`src/rtl/uart_tx_16x.sv`:
```
// uart_tx_16x: oversampled UART transmitter, LSB-first frame with optional parity and 1-2 stop bits
module uart_tx_16x #(
  parameter int DATA_BITS  = 8,
  parameter int PARITY_EN  = 0,
  parameter int PARITY_ODD = 0,
  parameter int STOP_BITS  = 1,
  parameter int OVERSAMPLE = 16
) (
  input  logic                 clk_i,
  input  logic                 rst_ni,
  input  logic                 baud_tick_16x_i,
  input  logic                 tx_start_i,
  input  logic [DATA_BITS-1:0] tx_data_i,
  output logic                 tx_o,
  output logic                 tx_busy_o,
  output logic                 tx_done_o
);
  localparam int TW = OVERSAMPLE > 1 ? $clog2(OVERSAMPLE) : 1;
  localparam int BW = $clog2(DATA_BITS);
  localparam logic [TW-1:0] TICK_LAST = TW'(OVERSAMPLE - 1);
  localparam logic [BW-1:0] BIT_LAST = BW'(DATA_BITS - 1);
  localparam logic STOP_LAST = 1'(STOP_BITS - 1);
  typedef enum logic [2:0] {IDLE, START, DATA, PARITY, STOP} state_e;
  state_e state_q, state_d;
  logic [DATA_BITS-1:0] shift_q, shift_d;
  logic [BW-1:0] bit_q, bit_d;
  logic [TW-1:0] tick_q, tick_d;
  logic par_q, par_d;
  logic stop_q, stop_d;
  logic tx_q, tx_d;
  logic busy_q, busy_d;
  logic done_q, done_d;
  logic cell_end;
  assign cell_end = baud_tick_16x_i && tick_q == TICK_LAST;
  always_comb begin
    state_d = state_q;
    shift_d = shift_q;
    bit_d = bit_q;
    par_d = par_q;
    stop_d = stop_q;
    tx_d = tx_q;
    busy_d = busy_q;
    done_d = 1'b0;
    tick_d = (state_q != IDLE && baud_tick_16x_i) ? (cell_end ? '0 : tick_q + 1'b1) : tick_q;
    case (state_q)
      IDLE: begin
        tx_d = 1'b1;
        busy_d = 1'b0;
        if (tx_start_i) begin
          shift_d = tx_data_i;
          par_d = (^tx_data_i) ^ 1'(PARITY_ODD);
          tick_d = '0;
          tx_d = 1'b0;
          busy_d = 1'b1;
          state_d = START;
        end
      end
      START: if (cell_end) begin
        state_d = DATA;
        bit_d = '0;
        tx_d = shift_q[0];
      end
      DATA: if (cell_end) begin
        if (bit_q != BIT_LAST) begin
          bit_d = bit_q + 1'b1;
          shift_d = shift_q >> 1;
          tx_d = shift_q[1];
        end else if (PARITY_EN != 0) begin
          state_d = PARITY;
          tx_d = par_q;
        end else begin
          state_d = STOP;
          stop_d = 1'b0;
          tx_d = 1'b1;
        end
      end
      PARITY: if (cell_end) begin
        state_d = STOP;
        stop_d = 1'b0;
        tx_d = 1'b1;
      end
      STOP: if (cell_end) begin
        if (stop_q == STOP_LAST) begin
          state_d = IDLE;
          busy_d = 1'b0;
          done_d = 1'b1;
        end else stop_d = 1'b1;
        tx_d = 1'b1;
      end
      default: state_d = IDLE;
    endcase
  end
  always_ff @(posedge clk_i) begin
    if (!rst_ni) begin
      state_q <= IDLE;
      shift_q <= '0;
      bit_q <= '0;
      tick_q <= '0;
      par_q <= 1'b0;
      stop_q <= 1'b0;
      tx_q <= 1'b1;
      busy_q <= 1'b0;
      done_q <= 1'b0;
    end else begin
      state_q <= state_d;
      shift_q <= shift_d;
      bit_q <= bit_d;
      tick_q <= tick_d;
      par_q <= par_d;
      stop_q <= stop_d;
      tx_q <= tx_d;
      busy_q <= busy_d;
      done_q <= done_d;
    end
  end
  assign tx_o = tx_q;
  assign tx_busy_o = busy_q;
  assign tx_done_o = done_q;
endmodule
```
`config.mk`:
```
export PLATFORM = sky130hd
export DESIGN_NAME = uart_tx_16x
export DESIGN_NICKNAME = d
export VERILOG_FILES = /design/src/rtl/uart_tx_16x.sv
export SDC_FILE = /design/constraint.sdc
export NUM_CORES = 1
export LEC_CHECK = 0
export BUFFER_PORTS_ARGS = -buffer_cell sky130_fd_sc_hd__buf_4
export CORE_ASPECT_RATIO = 0.8
export CORE_MARGIN = 2
export CORE_UTILIZATION = 56
export CTS_CLUSTER_SIZE = 40
export DETAILED_ROUTE_END_ITERATION = 8
export GPL_TIMING_DRIVEN = 1
export PLACE_DENSITY = 0.79
export SLEW_MARGIN = 20
export SYNTH_ARGS = -nofsm -noshare
export SYNTH_HDL_FRONTEND = slang
export SYNTH_SLANG_ARGS = --single-unit
```
`constraint.sdc`:
```
create_clock -name clk_i -period 2.12 [get_ports clk_i]
set_input_delay 0.318 -clock clk_i [delete_from_list [all_inputs] [get_ports clk_i]]
set_output_delay 0.318 -clock clk_i [all_outputs]
set_load 0.01 [all_outputs]
```
==> results of run 1 <==
path summary, 6_finish.rpt:
path                                   start         end  slack (ps)  cells past startpoint
worst max-delay path               tick_q[0]  shift_q[4]         200                      5
worst min-delay path            tx_data_i[7]  shift_q[7]         270                      3
worst max register to register     tick_q[0]  shift_q[4]         200                      5
worst min register to register    shift_q[0]  shift_q[0]         470                      2
final cells by class:
| type | count | area, um2 | area share |
|---|---|---|---|
| clock inverter | 1 | 5.00 | 0.00381 |
| inverter | 4 | 15.0 | 0.0114 |
| multi-input combinational | 101 | 698 | 0.532 |
| timing repair buffer | 16 | 120 | 0.0915 |
| clock buffer | 3 | 22.5 | 0.0172 |
| sequential | 21 | 420 | 0.320 |
| tap | 25 | 31.3 | 0.0238 |
cell families (layout without fill, tap and decap cells):
group | count (synthesis) | in the layout
mux | 9 | 9
buf+inv | 12 | 24
flops | 21 | 21
compound gates | 37 | 37
fa+ha+maj | 4 | 4
xor+xnor | 1 | 1
simple gates | 50 | 50
worst reg2reg max path: cells and delay by family (launching register included):
kind | cells | cell delay, ps
and+or+nand+nor | 2 | 560
muxes | 1 | 240
DFF | 1 | 410
AOI/OAI and AO/OA | 1 | 360
adders and majority gates | 1 | 290
routing by layer:
layer  GRT usage  share of wire  vias to the layer above
li1            -              -                      505
met1       0.265           0.49                      467
met2       0.353           0.47                       18
met3      0.0597          0.039                        2
met4      0.0381         0.0017                        0
met5           0              0                        -
power breakdown:
part	leakage [nW]	internal (mW)	switching (mW)
Clock	0.0177	0.0706	0.128
Sequential	0.171	0.410	0.0124
Combinational	0.326	0.0480	0.0425
per-stage QoR:
step	instances	utilization	cell area (um2)	total power [mW]	hold WS [ps]
finish	171	0.624	1310	0.711	267
global route	171	0.624	1310	0.750	259
CTS	171	0.624	1310	0.720	251
detailed placement	167	0.611	1280	0.522	452
global placement	167	0.611	1280	0.517	443
floorplan	134	-	1210	0.494	435
sequential cells by signal, summed over array words and instances (netlist names):
signal,cells
tx_done_o,1
tx_o,1
tick_q,4
tx_busy_o,1
shift_q,8
state_q,3
bit_q,3
cell usage in the layout, fill, tap and decap left out, drive strengths merged, types with 4 or more instances in the layout:
cell and n:
nor2b 5, nor2 4, or2 9, a21oi 8, a21boi 5, inv 4
o21ai 5, o211ai 7, nand2 16, ha 4, buf 16, mux2i 9
dfxtp 21
==> results.cfg, run 1 <==
[outcome]
status = finished clean

[sta]
slew_headroom = 0.656
tns_ps = 0
rsz0062_at_grt = no
hold_viol = 0
fin_crit_ps = 1920
worst_pin_slew_ps = 511
fin_crit_sh = 0.904
setup_viol = 0
final_max_slew_viol_count = 0
skew_ps = 1.83
fmax_mhz = 522
fin_ws_ps = 204

[setup_path]
startpoint_type = register
cpPeakStageDelay_ps = 410
crit_fanout = 8
cp_top_family = simple AND/OR/NAND/NOR gates
path_class = register to register
crit_arrival_ps = 2160
required_ps = 2370
path_buf_inv = 0
end_kind = register
cp_cell_sequence = ha_1, nand4_4, or3_4, a21oi_4, mux2i_1
cp_slowest_cell = dfxtp_1

[clock_network]
cts_tree = done
clk-insertion-delay-late_ps = 310
post-cts-setup-buffers = 0
cts-root-buf = clkbuf_4
cts_sinks = 21
h-tree-depth = 1
cts_buffer_depth = 2
clk_pin_slew_ps = 120
cts_inserted_buffers = 3
cts_hold_buf = 0
cts_resized = 0

[place]
dp_slack_ps = 239
io_buffers = 14
hpwl_um = 1650
globalplace.congestion = 0.873

[global_routing]
grt_max_degree = 31
grt_pass1_vias = 903
antenna_found_initial = 0
grt_pass1_wl_um = 4130
grt_usage = 0.206
overflow = 0

[synth]
synth_top_area_cell = dfxtp_1
synth_edf_count = 0
postSynthCellCount = 134
synth_area_leaders = dfxtp_1 (35%), mux2i_1 (7.4%), nand2_1 (5.0%)
synth.distinct_cells = 40
synth_most_common_cell = dfxtp_1
synth_commonest_cells = dfxtp_1 (21), nand2_1 (16), mux2i_1 (9), or2_2 (9)
avgSynthCellArea_um2 = 9.03
synthSimpleGateAreaFrac = 0.240
syn_nets = 150
yosys.area.top_type_share = 0.347
muxShareOfSynthArea = 0.0745
synth_xor_area_frac = 0.00724
synth_top_family_by_area = simple AND/OR/NAND/NOR gates
synthFlopType = dfxtp_1
ys_ff_latch = 21
async_flop_share = 0
synth_compound_area_frac = 0.214
synth_fa_ha_area_frac = 0.0414
yosysWarningCount = 0
syn-cell-area_um2 = 1210
ys_seq_area_frac = 0.347

[route]
num_vias = 992
route.detailed.drc = 0
wirelength_um = 2330
antenna_left = 0
routedWlPerCell_um = 13.6
drtIter0Drc = 14
vias_per_cell = 5.80
firstDrtPassIters = 4

[layout]
num-fill-cells = 187
nNetsFinal = 163
syn2layout_area_growth_pct = 8.48
drive_gt1_frac = 0.247
n_antenna_cell = 0

[floorplan]
die_h_um = 45.6
num_rows = 15
die_width_um = 56.0
initial_utilization = 0.576
core_area_um2 = 2100
dieArea_um2 = 2550
io_pins = 15

[worst_hold_path]
hold_path.class = input pin to register

[power]
vdd_drop_max_v = 0.000426
p_leak_nw = 0.515
p_per_area_nw_per_um2 = 542

[run]
cap_violations = 0
No activity file was read; power rests on OpenSTA's default activity.
==> run 2: changes to the inputs <==
Settings changed: GPL_TIMING_DRIVEN 1 to 0.
==> run 2 against run 1 <==
Against the previous run:
- clock power increased by 5%
- routed wire length increased by 9.3%
- non-clock buffer count increased by 6
- via count increased by 6.9%
- total power increased by 2.7%
- critical path depth unchanged
- clock skew increased by 12 ps
- register-to-register slack about the same
- critical path type unchanged
- largest cell class unchanged
- largest power group unchanged
==> results.cfg, run 2 (synthesis results as in run 1) <==
[route]
route.detailed.drc = 0
wirelength_um = 2550
num_vias = 1060
drtIter0Drc = 30
routedWlPerCell_um = 14.4
antenna_left = 0
firstDrtPassIters = 4
vias_per_cell = 5.99

[floorplan]
num_rows = 15
die_width_um = 56.0
io_pins = 15
core_area_um2 = 2100
initial_utilization = 0.576
dieArea_um2 = 2550
die_h_um = 45.6

[global_routing]
busiest_layer = met2
grtUsageMet2 = 0.355
grt_max_degree = 14
grt_pass1_vias = 976
use_met1 = 0.281
antenna_found_initial = 0
grt_pass1_wl_um = 4260
grt_usage = 0.223
use_met3 = 0.0597
overflow = 0

[power]
p_per_area_nw_per_um2 = 531
vdd_drop_max_v = 0.000490
p_leak_nw = 0.542

[clock_network]
cts_tree = done
cts_sinks = 21
cts_buffer_depth = 2
post-cts-setup-buffers = 0
cts-root-buf = clkbuf_4
cts_hold_buf = 0
clk-insertion-delay-late_ps = 320
cts_resized = 0
h-tree-depth = 1
clk_pin_slew_ps = 130
cts_inserted_buffers = 3

[place]
globalplace.congestion = 0.867
hpwl_um = 1810
io_buffers = 14
placed_cell_area_um2 = 1350

[setup_path]
path_class = register to register
startpoint_type = register
crit_fanout = 8
crit_cells = 5
crit_end = shift_q[5]
r2r_start = tick_q[0]
regToRegEndpoint = shift_q[5]
crit_arrival_ps = 2180
path_buf_inv = 0
cp_slowest_cell = dfxtp_1
cp_cell_sequence = ha_1, nand4_4, or3_4, a21oi_4, mux2i_1
required_ps = 2380
cp_top_family = simple AND/OR/NAND/NOR gates
r2r_setup_slack_ps = 200
end_kind = register
cpPeakStageDelay_ps = 420
crit_start = tick_q[0]
reg2regPathDepth = 5

[sta]
worst_pin_slew_ps = 539
skew_ps = 13.5
fin_crit_sh = 0.905
final_max_slew_viol_count = 0
slew_headroom = 0.638
setup_viol = 0
fin_crit_ps = 1920
hold_viol = 0
rsz0062_at_grt = no
tns_ps = 0
fmax_mhz = 521

[layout]
drive_gt1_frac = 0.263
final_area_um2 = 1380
reg_top3 = shift_q (8), tick_q (4)
nNetsFinal = 169
largest_register_ff_count = 8
syn2layout_area_growth_pct = 13.8
largest_register = shift_q
layout_common_cells = dfxtp_1 (21), nand2_1 (16), buf_4 (15), or2_2 (9), mux2i_1 (9)
n_antenna_cell = 0
layout_commonest_cell = dfxtp_1

[worst_hold_path]
hold_path.class = input pin to register
min_from = tx_data_i[7]

[run]
cap_violations = 0

[outcome]
status = finished clean
-- run 2: cell count changes in the layout (fill, tap and decap cells not counted), sizes merged --
cell      change
clkinvlp      +1
clkinv        -1
buf           +3
clkbuf        +3
-- run 2: stage by stage --
| stage | instances | hold WS, ps | utilization | power [mW] | worst slack [ps] |
|---|---|---|---|---|---|
| 2_1_floorplan | 134 | 435 | - | 0.494 | 339 |
| 3_3_place_gp | 173 | 443 | 0.640 | 0.528 | 270 |
| 3_5_place_dp | 173 | 455 | 0.640 | 0.532 | 218 |
| 4_1_cts | 177 | 275 | 0.655 | 0.735 | 181 |
| 5_1_grt | 177 | 271 | 0.655 | 0.762 | 76.7 |
| 6_report | 177 | 272 | 0.655 | 0.731 | 202 |
-- run 2: power by group --
part / total, mW / leakage (nW) / internal, mW / switching (mW)
clock network: 0.208 / 0.0139 / 0.0722 / 0.135
logic: 0.104 / 0.357 / 0.0557 / 0.0482
registers: 0.419 / 0.171 / 0.410 / 0.00909
total: 0.731 / 0.542 / 0.538 / 0.193
-- run 2: worst min-delay path by stage --
stage / endpoint / cells after the start
after floorplan: shift_q[2] / 2
after global placement: shift_q[2] / 2
after detailed placement: shift_q[6] / 2
after CTS: shift_q[7] / 3
after global routing: shift_q[7] / 3
final: shift_q[7] / 3
-- run 2: worst min-delay path, delay by kind of cell --
family	cells	cell delay, ps
buf+inv	1	100
compound gates	1	80
simple gates	1	60
-- run 2: layer usage --
| layer | wire length [um] | part of all wire | vias to the layer above |
|---|---|---|---|
| li1 | - | - | 520 |
| met1 | 1160 | 0.45 | 503 |
| met2 | 1250 | 0.49 | 33 |
| met3 | 117 | 0.046 | 4 |
| met4 | 29 | 0.011 | 0 |
| met5 | 0 | 0 | - |
-- run 2: area by class of cell --
class / instances / area [um2]
plain buffers: 8 / 76.3
clock buffers: 3 / 22.5
clock inverters: 1 / 7.51
fillers: 185 / 726
inverters: 4 / 15.0
multi-input cells: 101 / 698
flip-flops and latches: 21 / 420
well taps: 25 / 31.3
repair buffers: 14 / 105
==> run 3: changes to the inputs <==
Settings changed: CORE_UTILIZATION 56 to 60, PLACE_DENSITY 0.79 to 0.84.
Clock period 2.12 ns to 2.36 ns, I/O delays scaled along.
==> run 3 against run 2 <==
Against the previous run:
- clock-buffer cell count unchanged
- cell area is essentially flat
- sequential share of layout area barely moved
- via count fell by 2.9%
- critical endpoint is now shift_q[2]
- register-to-register slack better by 230 ps
- first-iteration DRC count shrank 23%
- sequential power decreased by 10%
- combinational power fell by 9.6%
==> results.cfg, run 3 (synthesis results as in run 1) <==
[floorplan]
initial_utilization = 0.640
num_rows = 14
dieArea_um2 = 2390
die_width_um = 54.2
die_h_um = 44.2
io_pins = 15
core_area_um2 = 1890

[power]
seq_power_share = 0.577
p_switching_mw = 0.169
clock_power_share = 0.279
p_leak_nw = 0.542
pwr-share-comb = 0.144
swShare = 0.259
internal_power_mw = 0.483
p_per_area_nw_per_um2 = 474
vdd_drop_max_v = 0.000545

[clock_network]
cts_tree = done
h-tree-depth = 1
cts_sinks = 21
cts-root-buf = clkbuf_4
cts_hold_buf = 0
cts_resized = 0
post-cts-setup-buffers = 0
cts_inserted_buffers = 3
clk_pin_slew_ps = 120
clk-insertion-delay-late_ps = 310
cts_buffer_depth = 2

[setup_path]
crit_fanout = 8
path_class = register to register
crit_arrival_ps = 2180
crit_start = tick_q[0]
r2r_start = tick_q[0]
startpoint_type = register
end_kind = register
r2r_setup_slack_ps = 430
required_ps = 2610

[sta]
final_max_slew_viol_count = 0
setup_viol = 0
hold_viol = 0
worst_pin_slew_ps = 499
slew_headroom = 0.664
fin_crit_sh = 0.816
hold_ws_ps = 304
fmax_mhz = 519
skew_ps = 3.52
fin_crit_ps = 1930
rsz0062_at_grt = no
tns_ps = 0

[route]
firstDrtPassIters = 4
route.detailed.drc = 0
vias_per_cell = 5.85
wirelength_um = 2510
antenna_left = 0
drtIter0Drc = 23
routedWlPerCell_um = 14.3
num_vias = 1029

[global_routing]
grt_max_degree = 14
grt_pass1_vias = 951
grt_usage = 0.245
antenna_found_initial = 0
grt_pass1_wl_um = 4210
overflow = 0

[layout]
layout_common_cells = dfxtp_1 (21), nand2_1 (16), buf_4 (15), or2_2 (9), mux2i_1 (9)
largest_register = shift_q
largest_register_ff_count = 8
drive_gt1_frac = 0.263
nNetsFinal = 169
multiInputGateArea_um2 = 698
layout_commonest_cell = dfxtp_1
reg_top3 = shift_q (8), tick_q (4)
syn2layout_area_growth_pct = 13.7
num-fill-cells = 152
n_antenna_cell = 0
ff_latch_area_um2 = 420

[outcome]
status = finished clean

[run]
cap_violations = 0

[place]
io_buffers = 14
hpwl_um = 1820
globalplace.congestion = 0.886

[worst_hold_path]
min_from = tx_data_i[7]
hold_path.class = input pin to register
[run 3: layout make-up]
type,instances,share of cell area
multi-input cells,101,0.508
flip-flops and latches,21,0.306
plain buffers,8,0.0555
clock buffers,3,0.0164
inverters,4,0.0109
repair buffers,14,0.0764
clock inverters,1,0.00546
well taps,24,0.0218
[run 3: worst max-delay path: stages, from the launching register on]
cell and delay, ps:
dfxtp_1 420, ha_1 280, nand4_4 190, or3_4 380, a21oi_4 360, mux2i_1 240
[run 3: routing by layer]
metal  wire length (um)  GRT usage  share of wire
met1               1180      0.312           0.47
met2               1160      0.405           0.46
met3                141     0.0743          0.056
met4                 21     0.0550         0.0084
met5                  0          0              0
[run 3: worst paths after layout]
check                    end  cells past startpoint
setup / recovery  shift_q[2]                      5
hold / removal    shift_q[7]                      3
setup reg to reg  shift_q[2]                      5
hold reg to reg   shift_q[3]                      2
[run 3: power groups by stage]
| stage | Combinational, mW | Sequential (mW) | Clock, mW |
|---|---|---|---|
| floorplan | 0.0604 | 0.384 | 0 |
| global placement | 0.0909 | 0.383 | 0 |
| detailed placement | 0.0932 | 0.384 | 0 |
| CTS | 0.0935 | 0.376 | 0.184 |
| global route | 0.104 | 0.378 | 0.196 |
| finish | 0.0940 | 0.376 | 0.182 |
[run 3: through the flow]
step / util / power [mW] / cells / worst slack, ps / instance area (um2)
after global placement: 0.711 / 0.474 / 172 / 511 / 1350
after detailed placement: 0.711 / 0.478 / 172 / 473 / 1350
after global routing: 0.727 / 0.677 / 176 / 292 / 1380
final: 0.727 / 0.652 / 176 / 435 / 1380
after floorplan: - / 0.444 / 134 / 579 / 1210
after CTS: 0.727 / 0.654 / 176 / 442 / 1380
